**config.mk**
```make
export PLATFORM = sky130hd
export DESIGN_NAME = ysyx_22040759_fetch_ctrl
export DESIGN_NICKNAME = d
export VERILOG_FILES = /design/src/rtl/ysyx_22040759_fetch_ctrl.sv
export SDC_FILE = /design/constraint.sdc
export NUM_CORES = 1
export LEC_CHECK = 0
export ABC_AREA = 0
export CAP_MARGIN = 20
export CORE_UTILIZATION = 52
export CTS_BUF_LIST = sky130_fd_sc_hd__clkbuf_8
export DETAILED_ROUTE_END_ITERATION = 16
export HOLD_SLACK_MARGIN = 0.12
export PLACE_DENSITY = 0.87
export SYNTH_ARGS = -nofsm -noshare
export SYNTH_HDL_FRONTEND = slang
export SYNTH_SLANG_ARGS = --single-unit
```
**constraint.sdc**
```tcl
create_clock -name clk -period 4.9 [get_ports clk]
set_input_delay 1.225 -clock clk [delete_from_list [all_inputs] [get_ports clk]]
set_output_delay 1.225 -clock clk [all_outputs]
set_load 0.01 [all_outputs]
```
**src/rtl/ysyx_22040759_fetch_ctrl.sv**
```systemverilog
// Fetch/commit sequencer: REQ -> WAIT -> EXEC per instruction, parks in HALT on ebreak or bus fault.
// Define FETCH_TIMEOUT_EN to add a REQ+WAIT watchdog that halts with code 3 after TIMEOUT_CYCLES.
module ysyx_22040759_fetch_ctrl #(
    parameter int unsigned TIMEOUT_CYCLES = 32'd255
) (
    input  logic        clk,
    input  logic        rst,
    input  logic [31:0] pc,
    output logic        imem_req_valid,
    input  logic        imem_req_ready,
    output logic [31:0] imem_req_addr,
    input  logic        imem_rsp_valid,
    input  logic [31:0] imem_rsp_data,
    input  logic        imem_rsp_err,
    input  logic        stall,
    output logic [31:0] inst,
    output logic        inst_valid,
    output logic        commit,
    output logic        halt,
    output logic [1:0]  halt_code,
    output logic [63:0] cycle_cnt,
    output logic [63:0] instret_cnt
);
    localparam logic [2:0]  ST_RST  = 3'd0;
    localparam logic [2:0]  ST_REQ  = 3'd1;
    localparam logic [2:0]  ST_WAIT = 3'd2;
    localparam logic [2:0]  ST_EXEC = 3'd3;
    localparam logic [2:0]  ST_HALT = 3'd4;
    localparam logic [31:0] EBREAK  = 32'h0010_0073;
    localparam logic [1:0]  HC_NONE = 2'd0;
    localparam logic [1:0]  HC_EBRK = 2'd1;
    localparam logic [1:0]  HC_BUS  = 2'd2;
    localparam logic [1:0]  HC_TMO  = 2'd3;

    logic [2:0]  r_state;
    logic [2:0]  w_next_state;
    logic [1:0]  r_halt_code;
    logic [1:0]  w_next_code;
    logic [31:0] r_inst;
    logic [31:0] r_addr;
    logic        r_req_first;
    logic [63:0] r_cycle_cnt;
    logic [63:0] r_instret_cnt;
    logic        w_in_req;
    logic        w_in_wait;
    logic        w_in_exec;
    logic        w_tmo_hit;
    logic        w_commit;
    logic        w_addr_live;

    assign w_in_req  = (r_state == ST_REQ);
    assign w_in_wait = (r_state == ST_WAIT);
    assign w_in_exec = (r_state == ST_EXEC);
    assign w_commit  = w_in_exec && !stall && (r_inst != EBREAK);
    // First REQ cycle forwards the live PC so a commit-driven PC update is already visible.
    assign w_addr_live = w_in_req && r_req_first;

`ifdef FETCH_TIMEOUT_EN
    localparam int unsigned TMO_W = ($clog2(TIMEOUT_CYCLES + 32'd1) > 8) ? $clog2(TIMEOUT_CYCLES + 32'd1) : 8;
    logic [TMO_W-1:0] r_tmo;

    // Counts cycles spent in REQ+WAIT of the current fetch, cleared elsewhere.
    always_ff @(posedge clk or negedge rst) begin
        if (!rst) begin
            r_tmo <= {TMO_W{1'b0}};
        end else if (w_in_req || w_in_wait) begin
            r_tmo <= r_tmo + TMO_W'(1'b1);
        end else begin
            r_tmo <= {TMO_W{1'b0}};
        end
    end

    assign w_tmo_hit = (w_in_req || w_in_wait) && (r_tmo == TMO_W'(TIMEOUT_CYCLES - 32'd1));
`else
    assign w_tmo_hit = 1'b0 && (TIMEOUT_CYCLES != 32'd0);
`endif

    // Next-state and halt-cause selection; a WAIT response beats a coincident timeout.
    always_comb begin
        w_next_state = r_state;
        w_next_code  = r_halt_code;
        case (r_state)
            ST_RST: begin
                w_next_state = ST_REQ;
            end
            ST_REQ: begin
                if (w_tmo_hit) begin
                    w_next_state = ST_HALT;
                    w_next_code  = HC_TMO;
                end else if (imem_req_ready) begin
                    w_next_state = ST_WAIT;
                end else begin
                    w_next_state = ST_REQ;
                end
            end
            ST_WAIT: begin
                if (imem_rsp_valid && imem_rsp_err) begin
                    w_next_state = ST_HALT;
                    w_next_code  = HC_BUS;
                end else if (imem_rsp_valid) begin
                    w_next_state = ST_EXEC;
                end else if (w_tmo_hit) begin
                    w_next_state = ST_HALT;
                    w_next_code  = HC_TMO;
                end else begin
                    w_next_state = ST_WAIT;
                end
            end
            ST_EXEC: begin
                if (stall) begin
                    w_next_state = ST_EXEC;
                end else if (r_inst == EBREAK) begin
                    w_next_state = ST_HALT;
                    w_next_code  = HC_EBRK;
                end else begin
                    w_next_state = ST_REQ;
                end
            end
            ST_HALT: begin
                w_next_state = ST_HALT;
            end
            default: begin
                w_next_state = ST_RST;
                w_next_code  = HC_NONE;
            end
        endcase
    end

    // State, halt cause, instruction latch and fetch address registers.
    always_ff @(posedge clk or negedge rst) begin
        if (!rst) begin
            r_state     <= ST_RST;
            r_halt_code <= HC_NONE;
            r_inst      <= 32'h0000_0000;
            r_addr      <= 32'h0000_0000;
            r_req_first <= 1'b0;
        end else begin
            r_state     <= w_next_state;
            r_halt_code <= w_next_code;
            r_req_first <= (w_next_state == ST_REQ) && (r_state != ST_REQ);
            if (w_in_wait && imem_rsp_valid && !imem_rsp_err) begin
                r_inst <= imem_rsp_data;
            end else begin
                r_inst <= r_inst;
            end
            if (w_addr_live) begin
                r_addr <= pc;
            end else begin
                r_addr <= r_addr;
            end
        end
    end

    // Performance counters; both wrap silently.
    always_ff @(posedge clk or negedge rst) begin
        if (!rst) begin
            r_cycle_cnt   <= 64'd0;
            r_instret_cnt <= 64'd0;
        end else begin
            if ((r_state != ST_RST) && (r_state != ST_HALT)) begin
                r_cycle_cnt <= r_cycle_cnt + 64'd1;
            end else begin
                r_cycle_cnt <= r_cycle_cnt;
            end
            if (w_commit) begin
                r_instret_cnt <= r_instret_cnt + 64'd1;
            end else begin
                r_instret_cnt <= r_instret_cnt;
            end
        end
    end

    assign imem_req_valid = w_in_req;
    assign imem_req_addr  = w_addr_live ? pc : r_addr;
    assign inst           = r_inst;
    assign inst_valid     = w_in_exec;
    assign commit         = w_commit;
    assign halt           = (r_state == ST_HALT);
    assign halt_code      = r_halt_code;
    assign cycle_cnt      = r_cycle_cnt;
    assign instret_cnt    = r_instret_cnt;
endmodule

```
==> flow_summary.json, run 1 <==
{
  "outcome": "complete, no violations",
  "syn-cell-area_sq_mm": 0.00882,
  "post_synth_mux_area_share": 0.0854,
  "final_nets": 1098,
  "synthXorXnorAreaFrac": 0.125,
  "grt_max_degree": 117,
  "synth_commonest_cells": "dfrtp_1 (198), xor2_1 (71), mux2_2 (66)",
  "post_cts.resized_instances": 0,
  "flow.area_growth_from_synthesis_pct": 37.8,
  "netlist-cell-type-count": 48,
  "worstPathRequired_ns": 3.67,
  "drtAntennaViolNets": 0,
  "synth_top_family_by_area": "simple AND/OR/NAND/NOR gates",
  "route.vias.total": 6949,
  "cell_internal_pwr_uw": 3520,
  "peakVddDrop_mv": 0.276,
  "top_signal_layer_used": "met4",
  "seq_area_frac_synth": 0.562,
  "avgRoutedWirePerCell_microns": 17.9,
  "setup_ws_ns": 0.666,
  "grt_remaining_overflow": 0,
  "vias_in_the_first_global_route": 7219,
  "hold_path.class": "reg -> reg",
  "synth-seq-cells": 198,
  "timing.max_slew.rel_slack": 0.323,
  "crit_path_start_kind": "primary input",
  "number_of_setup_violations_in_the_final_report": 0,
  "place_ws_ns": 0.698,
  "area.sequential_sq_mm": 0.00495,
  "ranking_of_synthesized_cells_by_area": "dfrtp_1 (56%), mux2_2 (8.4%), xor2_1 (7.1%), xnor2_1 (5.5%), nand4_1 (2.7%)",
  "cellPowerDensity_mw_per_mm2": 409,
  "wl_met1_microns": 9070,
  "cts-root-buf": "clkbuf_8",
  "route.met2.wl_microns": 11400,
  "drt_iter0_drc": 377,
  "worst-endpoint-arrival_ns": 3.01,
  "dp_hpwl_microns": 16500,
  "clock_sinks": 198,
  "timing.final.crit_period_ns": 4.23,
  "timing.clock.skew_ns": 0.0151,
  "fillCellCount": 1183,
  "number_of_enable_type_register_cells_in_the_synthesized_netlist": 0,
  "io_pins": 268,
  "crit_type": "in -> out",
  "post-route-util": 0.733,
  "complex_gate_fraction_of_the_synthesized_area": 0.0156,
  "power_leakage_uw": 0.00524,
  "most_frequently_used_cell_type_in_the_post_synthesis_netlist": "dfrtp_1",
  "timing.fmax_ghz": 0.236,
  "cts.clk_slew.worst_paths_ns": 0.09,
  "yosys_most_used_dff": "dfrtp_1",
  "cts.htree.levels": 4,
  "x_dimension_of_the_die_microns": 132,
  "worst-slew-pin-transition_ns": 1.00,
  "core_sq_mm": 0.0166,
  "final_max_slew_viol_count": 0,
  "via_per_inst": 5.53,
  "area_post_placement_sq_mm": 0.0117,
  "syn_nets": 826,
  "cp-end-kind": "output pin",
  "post_synth_inst_count": 754,
  "die_h_microns": 132,
  "portbufs": 267,
  "power_switching_share": 0.292,
  "post_route_cell_area_sq_mm": 0.0122,
  "antenna_found_initial": 0,
  "synth_top_area_frac": 0.562,
  "numCtsBuffers": 17,
  "firstDrtPassIters": 5,
  "routed-wl-met3_microns": 1570,
  "num_rows": 47,
  "timing.setup.tns_ns": 0,
  "dieArea_sq_mm": 0.0175,
  "crit_path_max_fanout": 6,
  "power.clock.fraction": 0.234,
  "combinational_share_of_power": 0.324,
  "max_cap_viols": 0,
  "setup_repair_after_global_routing_missed_its_margin": "false",
  "synth_area_per_cell_sq_um": 11.7,
  "post_route_cells_drive_above_1_share": 0.109,
  "postCtsHoldBufs": 0,
  "synth_top_area_cell": "dfrtp_1",
  "yosysWarnings": 0,
  "post-cts-setup-buffer-count": 0,
  "final_min_period_over_clock_period": 0.864,
  "globalRouteTotalUtil": 0.267,
  "cts_tree": "built",
  "adder_cell_share_of_the_synthesized_area": 0.00284,
  "power.switching_uw": 1450,
  "postRouteWirelength_microns": 22500,
  "post-route-drc-count": 0,
  "pwr-share-seq": 0.443,
  "post_synth_and_or_nand_nor_area_fraction": 0.190,
  "clockBufferDepth": 2,
  "postSynth.asyncResetShare": 1.00,
  "antenna_cells_inserted": 0,
  "first_pass_grt_wire_length_microns": 36900,
  "hold_viol_final": 0,
  "routabilityCongestion": 0.823,
  "insertion_delay_ns": 0.47,
  "multiInputGateArea_sq_mm": 0.00370,
  "initial_utilization": 0.532
}
[critical path, stage by stage]
cell and delay (ns):
clkdlybuf4s50_1 0.50, nor2_2 0.27, o21ai_1 0.23, inv_1 0.19, clkdlybuf4s50_1 0.59
[worst paths after layout]
check / start / end / slack, ns / cells past startpoint
worst max-delay path: stall / commit / 0.67 / 5
max in group asynchronous: rst / inst[14] / 2.98 / 2
min in group asynchronous: rst / r_addr[9] / 0.88 / 1
worst max register to register: inst[24] / instret_cnt[63] / 2.14 / 5
worst min register to register: instret_cnt[63] / instret_cnt[63] / 0.47 / 1
worst min-delay path: instret_cnt[63] / instret_cnt[63] / 0.47 / 1
[per-layer routing]
layer / vias to the layer above / track usage
met2: 257 / 0.460
met1: 3433 / 0.328
li1: 3225 / -
met5: - / 0
met4: 0 / 0.0913
met3: 34 / 0.0665
[sequential cells by signal (all words and copies together), names as in the netlist]
name / count
cycle_cnt: 64
halt_code: 2
inst: 32
instret_cnt: 64
r_addr: 32
r_req_first: 1
r_state: 3
[metrics by stage]
stage	hold WS (ns)	total power, uW	std cells
finish	0.467	4970	1257
global placement	0.458	3800	1227
detailed placement	0.458	3850	1227
global route	0.502	5200	1257
CTS	0.473	5000	1257
floorplan	0.503	2900	754
[power by group through the flow]
stage	clock network [uW]	registers, uW	logic (uW)
finish	1160	2200	1610
global route	1240	2240	1710
CTS	1180	2200	1630
detailed placement	0	2230	1620
global placement	0	2210	1590
floorplan	0	2240	659
[cell families (layout without fill, tap and decap cells)]
group,Yosys count,in the layout
AO/OA/AOI/OAI,18,18
XOR/XNOR,126,126
AND/OR/NAND/NOR,305,305
multiplexers,67,67
buffers and inverters,38,321
flip-flops,198,198
adder cells (fa/ha/maj),2,2
[cell type report]
type	instances	area share
inverters	19	0.00587
clock inverters	11	0.0142
flip-flops and latches	198	0.408
well taps	220	0.0227
repair buffers	272	0.223
multi-input cells	518	0.305
clock buffers	19	0.0215
[placed cells by master, fill, tap and decap left out, types with 2 or more instances in the layout]
cell,Yosys,routed
and4_1,10,10
and2_1,6,6
nand2_1,54,54
dfrtp_1,198,198
and3_1,14,14
inv_6,0,3
inv_1,19,19
nand3_1,45,45
ha_1,2,2
a21oi_1,3,3
o21ai_0,4,4
bufinv_16,0,4
clkinv_2,0,2
nor4_2,2,2
nor3_1,39,39
nor4bb_1,4,3
nor4_1,36,36
clkdlybuf4s50_1,0,266
xor2_1,71,71
nand4_1,38,38
xnor2_1,55,55
nand4bb_1,2,2
nor4b_1,2,2
nand3b_1,2,2
or3_1,4,4
nor2_1,35,35
buf_4,0,5
clkbuf_8,0,20
mux2_2,66,66
nor3b_1,3,3
Note: power is estimated with default switching activity, not from simulation.
==> run 2, diff against run 1 <==
PLACE_DENSITY = unset   (was 0.87)
PLACE_DENSITY_LB_ADDON = 0.1   (was unset)
==> flow_summary.json, run 2 (same netlist as run 1, synthesis figures left out) <==
{
  "flow.area_growth_from_synthesis_pct": 37.5,
  "hold_viol_final": 0,
  "post-route-util": 0.731,
  "initial_utilization": 0.532,
  "cellPowerDensity_mw_per_mm2": 404,
  "vias_in_the_first_global_route": 6845,
  "crit_path_top_delay_cell": "clkdlybuf4s50_1",
  "avgRoutedWirePerCell_microns": 17.5,
  "timing.final.crit_period_ns": 4.22,
  "timing.reg2reg.setup_slack_ns": 2.22,
  "fillCellCount": 1156,
  "timing.fmax_ghz": 0.237,
  "number_of_setup_violations_in_the_final_report": 0,
  "crit_path_start_kind": "flop",
  "crit_type": "reg -> out",
  "routabilityCongestion": 0.824,
  "io_pins": 268,
  "core_sq_mm": 0.0166,
  "final_nets": 1097,
  "hold-path-endpoint": "instret_cnt[63]",
  "power_leakage_uw": 0.00523,
  "critical_path.reg2reg.endpoint": "instret_cnt[63]",
  "first_pass_grt_wire_length_microns": 35700,
  "clock_sinks": 198,
  "die_h_microns": 132,
  "clockBufferDepth": 2,
  "cts-root-buf": "clkbuf_8",
  "cts.clk_slew.worst_paths_ns": 0.10,
  "firstDrtPassIters": 5,
  "drtAntennaViolNets": 0,
  "setup_repair_after_global_routing_missed_its_margin": "false",
  "insertion_delay_ns": 0.47,
  "postCtsHoldBufs": 0,
  "hold_path.class": "reg -> reg",
  "post-route-drc-count": 0,
  "worstHoldPathCells": 1,
  "dp_hpwl_microns": 16100,
  "globalRouteTotalUtil": 0.260,
  "portbufs": 267,
  "antenna_found_initial": 0,
  "antenna_cells_inserted": 0,
  "numCtsBuffers": 17,
  "worst-slew-pin-transition_ns": 0.994,
  "peakVddDrop_mv": 0.314,
  "worst-endpoint-arrival_ns": 2.99,
  "timing.clock.skew_ns": 0.0132,
  "post-cts-setup-buffer-count": 0,
  "drt_iter0_drc": 308,
  "ff2ff_path_depth": 5,
  "power_switching_share": 0.298,
  "post_route_cells_drive_above_1_share": 0.107,
  "cell_internal_pwr_uw": 3440,
  "post_cts.resized_instances": 0,
  "cp-end-kind": "output pin",
  "outcome": "complete, no violations",
  "layout.cells.most_common": "clkdlybuf4s50_1",
  "via_per_inst": 5.50,
  "grt_remaining_overflow": 0,
  "timing.max_slew.rel_slack": 0.328,
  "crit-reg2reg-launch": "inst[0]",
  "final_max_slew_viol_count": 0,
  "num_rows": 47,
  "timing.setup.tns_ns": 0,
  "hold_path.startpoint": "instret_cnt[63]",
  "final_min_period_over_clock_period": 0.861,
  "path_cells": "nor4bb_1 > nand4_1 > o21ai_1 > inv_1 > clkdlybuf4s50_1",
  "most_used_cells_in_the_layout_excluding_fill_and_tap_cells": "clkdlybuf4s50_1 (266), dfrtp_1 (198), xor2_1 (71)",
  "combinational_share_of_power": 0.331,
  "worstPathRequired_ns": 3.67,
  "pwr-share-seq": 0.450,
  "power.switching_uw": 1460,
  "x_dimension_of_the_die_microns": 132,
  "slowest_delay_ns": 0.54,
  "postRouteWirelength_microns": 22000,
  "power.clock.fraction": 0.219,
  "grt_max_degree": 111,
  "route.vias.total": 6915,
  "dieArea_sq_mm": 0.0175,
  "crit_path_max_fanout": 7,
  "cts_tree": "built",
  "cts.htree.levels": 4,
  "max_cap_viols": 0
}
## run 2: changes by cell type in the layout (fill, tap and decap cells not counted)
cell | previous run | this run
clkinv_4 | 1 | 2
buf_12 | 0 | 1
buf_4 | 5 | 3
bufinv_16 | 4 | 3
clkinv_2 | 2 | 4
clkbuf_8 | 20 | 18
inv_6 | 3 | 2
inv_1 | 19 | 22
## run 2: how the worst max path moves through the flow
stage / startpoint / cells past startpoint / end
after floorplan: r_state[2] / 5 / imem_req_addr[10]
after global placement: stall / 5 / commit
after detailed placement: stall / 5 / commit
after CTS: inst[0] / 5 / commit
after global routing: inst[0] / 5 / commit
final: inst[0] / 5 / commit
## run 2: through the flow
| stage | instances | instance area, sq um | hold slack, ns | setup WS [ns] | power, uW |
|---|---|---|---|---|---|
| 2_1_floorplan | 754 | 8820 | 0.503 | 1.71 | 2900 |
| 3_3_place_gp | 1226 | 11700 | 0.455 | 0.767 | 3820 |
| 3_5_place_dp | 1226 | 11700 | 0.467 | 0.728 | 3860 |
| 4_1_cts | 1258 | 12100 | 0.484 | 0.626 | 4930 |
| 5_1_grt | 1258 | 12100 | 0.495 | 0.433 | 5130 |
| 6_report | 1258 | 12100 | 0.481 | 0.683 | 4890 |
## run 2: per-layer routing
metal  up-vias  global-route usage  wire length [microns]  part of all wire
li1       3224                   -                      -                 -
met1      3393               0.325                   9380              0.43
met2       267               0.421                  10300              0.47
met3        31              0.0846                   1830             0.083
met4         0              0.0977                    454             0.021
met5         -                   0                      0                 0
## run 2: power groups by stage
stage | sequential (uW) | combinational, uW | clock [uW]
after floorplan | 2240 | 659 | 0
after global placement | 2220 | 1600 | 0
after detailed placement | 2230 | 1630 | 0
after CTS | 2200 | 1640 | 1090
after global routing | 2240 | 1740 | 1150
final | 2200 | 1620 | 1070
## run 2: worst max-delay path, delay by kind of cell, from the launching register on
family          cells  cell delay, ns
buf+inv             2            0.72
simple gates        2            0.88
flops               1            0.42
compound gates      1            0.51
## run 2: final cells by class
type,instances,area (sq um),area share
Timing Repair Buffer,271,2720,0.224
Clock buffer,17,234,0.0193
Tap cell,220,275,0.0227
Inverter,19,71.3,0.00588
Clock inverter,15,164,0.0135
Sequential cell,198,4950,0.409
Multi-Input combinational cell,518,3700,0.306
==> run 3, diff against run 2 <==
CAP_MARGIN = 40   (was 20)
==> flow_summary.json, run 3 (same netlist as run 1, synthesis figures left out) <==
{
  "outcome": "complete, no violations",
  "hold_path.startpoint": "instret_cnt[63]",
  "insertion_delay_ns": 0.48,
  "worst-endpoint-arrival_ns": 3.01,
  "post-cts-setup-buffer-count": 0,
  "die_h_microns": 132,
  "hold_viol_final": 0,
  "most_used_cells_in_the_layout_excluding_fill_and_tap_cells": "clkdlybuf4s50_1 (266), dfrtp_1 (198), xor2_1 (71)",
  "cell_internal_pwr_uw": 3420,
  "setup_repair_after_global_routing_missed_its_margin": "false",
  "post_layout_nonfiller_instances": 1262,
  "globalRouteTotalUtil": 0.261,
  "combinational_share_of_power": 0.333,
  "crit_type": "reg -> out",
  "flow.area_growth_from_synthesis_pct": 38.0,
  "dp_hpwl_microns": 16300,
  "final_min_period_over_clock_period": 0.865,
  "vias_in_the_first_global_route": 6906,
  "post_cts.resized_instances": 0,
  "post_route_cells_drive_above_1_share": 0.111,
  "pwr-share-seq": 0.451,
  "power_leakage_uw": 0.00525,
  "ff2ff_path_depth": 5,
  "grt_max_degree": 72,
  "place.detailed.instances": 1230,
  "route.vias.total": 6951,
  "crit-reg2reg-launch": "inst[0]",
  "power.clock.fraction": 0.216,
  "initial_utilization": 0.532,
  "avgRoutedWirePerCell_microns": 17.5,
  "crit_path_max_fanout": 7,
  "drtAntennaViolNets": 0,
  "hold-path-endpoint": "instret_cnt[63]",
  "post_route_cell_area_sq_mm": 0.0122,
  "place_ws_ns": 0.738,
  "first_pass_grt_wire_length_microns": 36100,
  "hold_path.class": "reg -> reg",
  "x_dimension_of_the_die_microns": 132,
  "area.sequential_sq_mm": 0.00495,
  "critical_path.reg2reg.endpoint": "instret_cnt[60]",
  "cts_tree": "built",
  "timing.final.crit_period_ns": 4.24,
  "routabilityCongestion": 0.824,
  "cp-end-kind": "output pin",
  "path_cells": "nor4bb_1 > nand4_1 > o21ai_1 > inv_1 > clkdlybuf4s50_1",
  "clockBufferDepth": 2,
  "cellPowerDensity_mw_per_mm2": 401,
  "postRouteWirelength_microns": 22000,
  "cts.clk_slew.worst_paths_ns": 0.10,
  "timing.max_slew.rel_slack": 0.425,
  "timing.reg2reg.setup_slack_ns": 2.31,
  "multiInputGateArea_sq_mm": 0.00370,
  "drt_iter0_drc": 357,
  "post-route-drc-count": 0,
  "clock_sinks": 198,
  "worstHoldPathCells": 1,
  "number_of_setup_violations_in_the_final_report": 0,
  "dieArea_sq_mm": 0.0175,
  "final_nets": 1101,
  "io_pins": 268,
  "firstDrtPassIters": 5,
  "portbufs": 267,
  "max_cap_viols": 0,
  "layout.cells.most_common": "clkdlybuf4s50_1",
  "crit_path_start_kind": "flop",
  "cts-root-buf": "clkbuf_8",
  "crit_path_top_delay_cell": "clkdlybuf4s50_1",
  "via_per_inst": 5.51,
  "antenna_found_initial": 0,
  "postCtsHoldBufs": 0,
  "final_max_slew_viol_count": 0,
  "peakVddDrop_mv": 0.320,
  "setup_ws_ns": 0.662,
  "worstPathRequired_ns": 3.67,
  "antenna_cells_inserted": 0,
  "num_rows": 47,
  "timing.setup.tns_ns": 0,
  "timing.clock.skew_ns": 0.0130,
  "grt_remaining_overflow": 0,
  "area_post_placement_sq_mm": 0.0118,
  "timing.fmax_ghz": 0.236,
  "core_sq_mm": 0.0166,
  "post-route-util": 0.734,
  "worst-slew-pin-transition_ns": 0.859,
  "power.switching_uw": 1460,
  "power_switching_share": 0.300,
  "slowest_delay_ns": 0.54,
  "numCtsBuffers": 17,
  "cts.htree.levels": 4,
  "fillCellCount": 1186
}
## run 3: metal layers
metal / global-route usage / share of wire / routed length [microns] / up-vias
met5: 0 / 0 / 0 / -
met4: 0.103 / 0.025 / 556 / 0
met3: 0.0754 / 0.073 / 1620 / 39
met2: 0.420 / 0.47 / 10400 / 250
met1: 0.334 / 0.43 / 9510 / 3430
li1: - / - / - / 3232
## run 3: per-stage QoR
stage,total power (uW),hold slack (ns)
4_1_cts,4910,0.479
6_report,4880,0.480
5_1_grt,5120,0.503
3_3_place_gp,3820,0.455
3_5_place_dp,3860,0.466
2_1_floorplan,2900,0.503
## run 3: worst max path at each step
stage               start           endpoint  slack (ns)  depth (start not counted)
2_1_floorplan  r_state[2]  imem_req_addr[10]        1.71                          5
3_3_place_gp        stall             commit        0.77                          5
3_5_place_dp        stall             commit        0.74                          5
4_1_cts           inst[0]             commit        0.63                          5
5_1_grt           inst[0]             commit        0.44                          5
6_report          inst[0]             commit        0.66                          5
## run 3: power by group through the flow
stage / Clock (uW) / Sequential (uW) / Combinational (uW)
2_1_floorplan: 0 / 2240 / 659
3_3_place_gp: 0 / 2220 / 1600
3_5_place_dp: 0 / 2230 / 1630
4_1_cts: 1070 / 2200 / 1640
5_1_grt: 1130 / 2250 / 1740
6_report: 1050 / 2200 / 1620
## run 3: worst max-delay path: cells and delay by family (launching register included)
family | cells | cell delay [ns]
AOI/OAI and AO/OA | 1 | 0.51
and+or+nand+nor | 2 | 0.89
DFF | 1 | 0.42
buffers and inverters | 2 | 0.72
## run 3: layout make-up
type | instances | area share
clock inverter | 13 | 0.0109
timing repair buffer | 275 | 0.228
multi-input combinational | 518 | 0.304
clock buffer | 19 | 0.0215
sequential | 198 | 0.407
tap | 220 | 0.0226
inverter | 19 | 0.00586
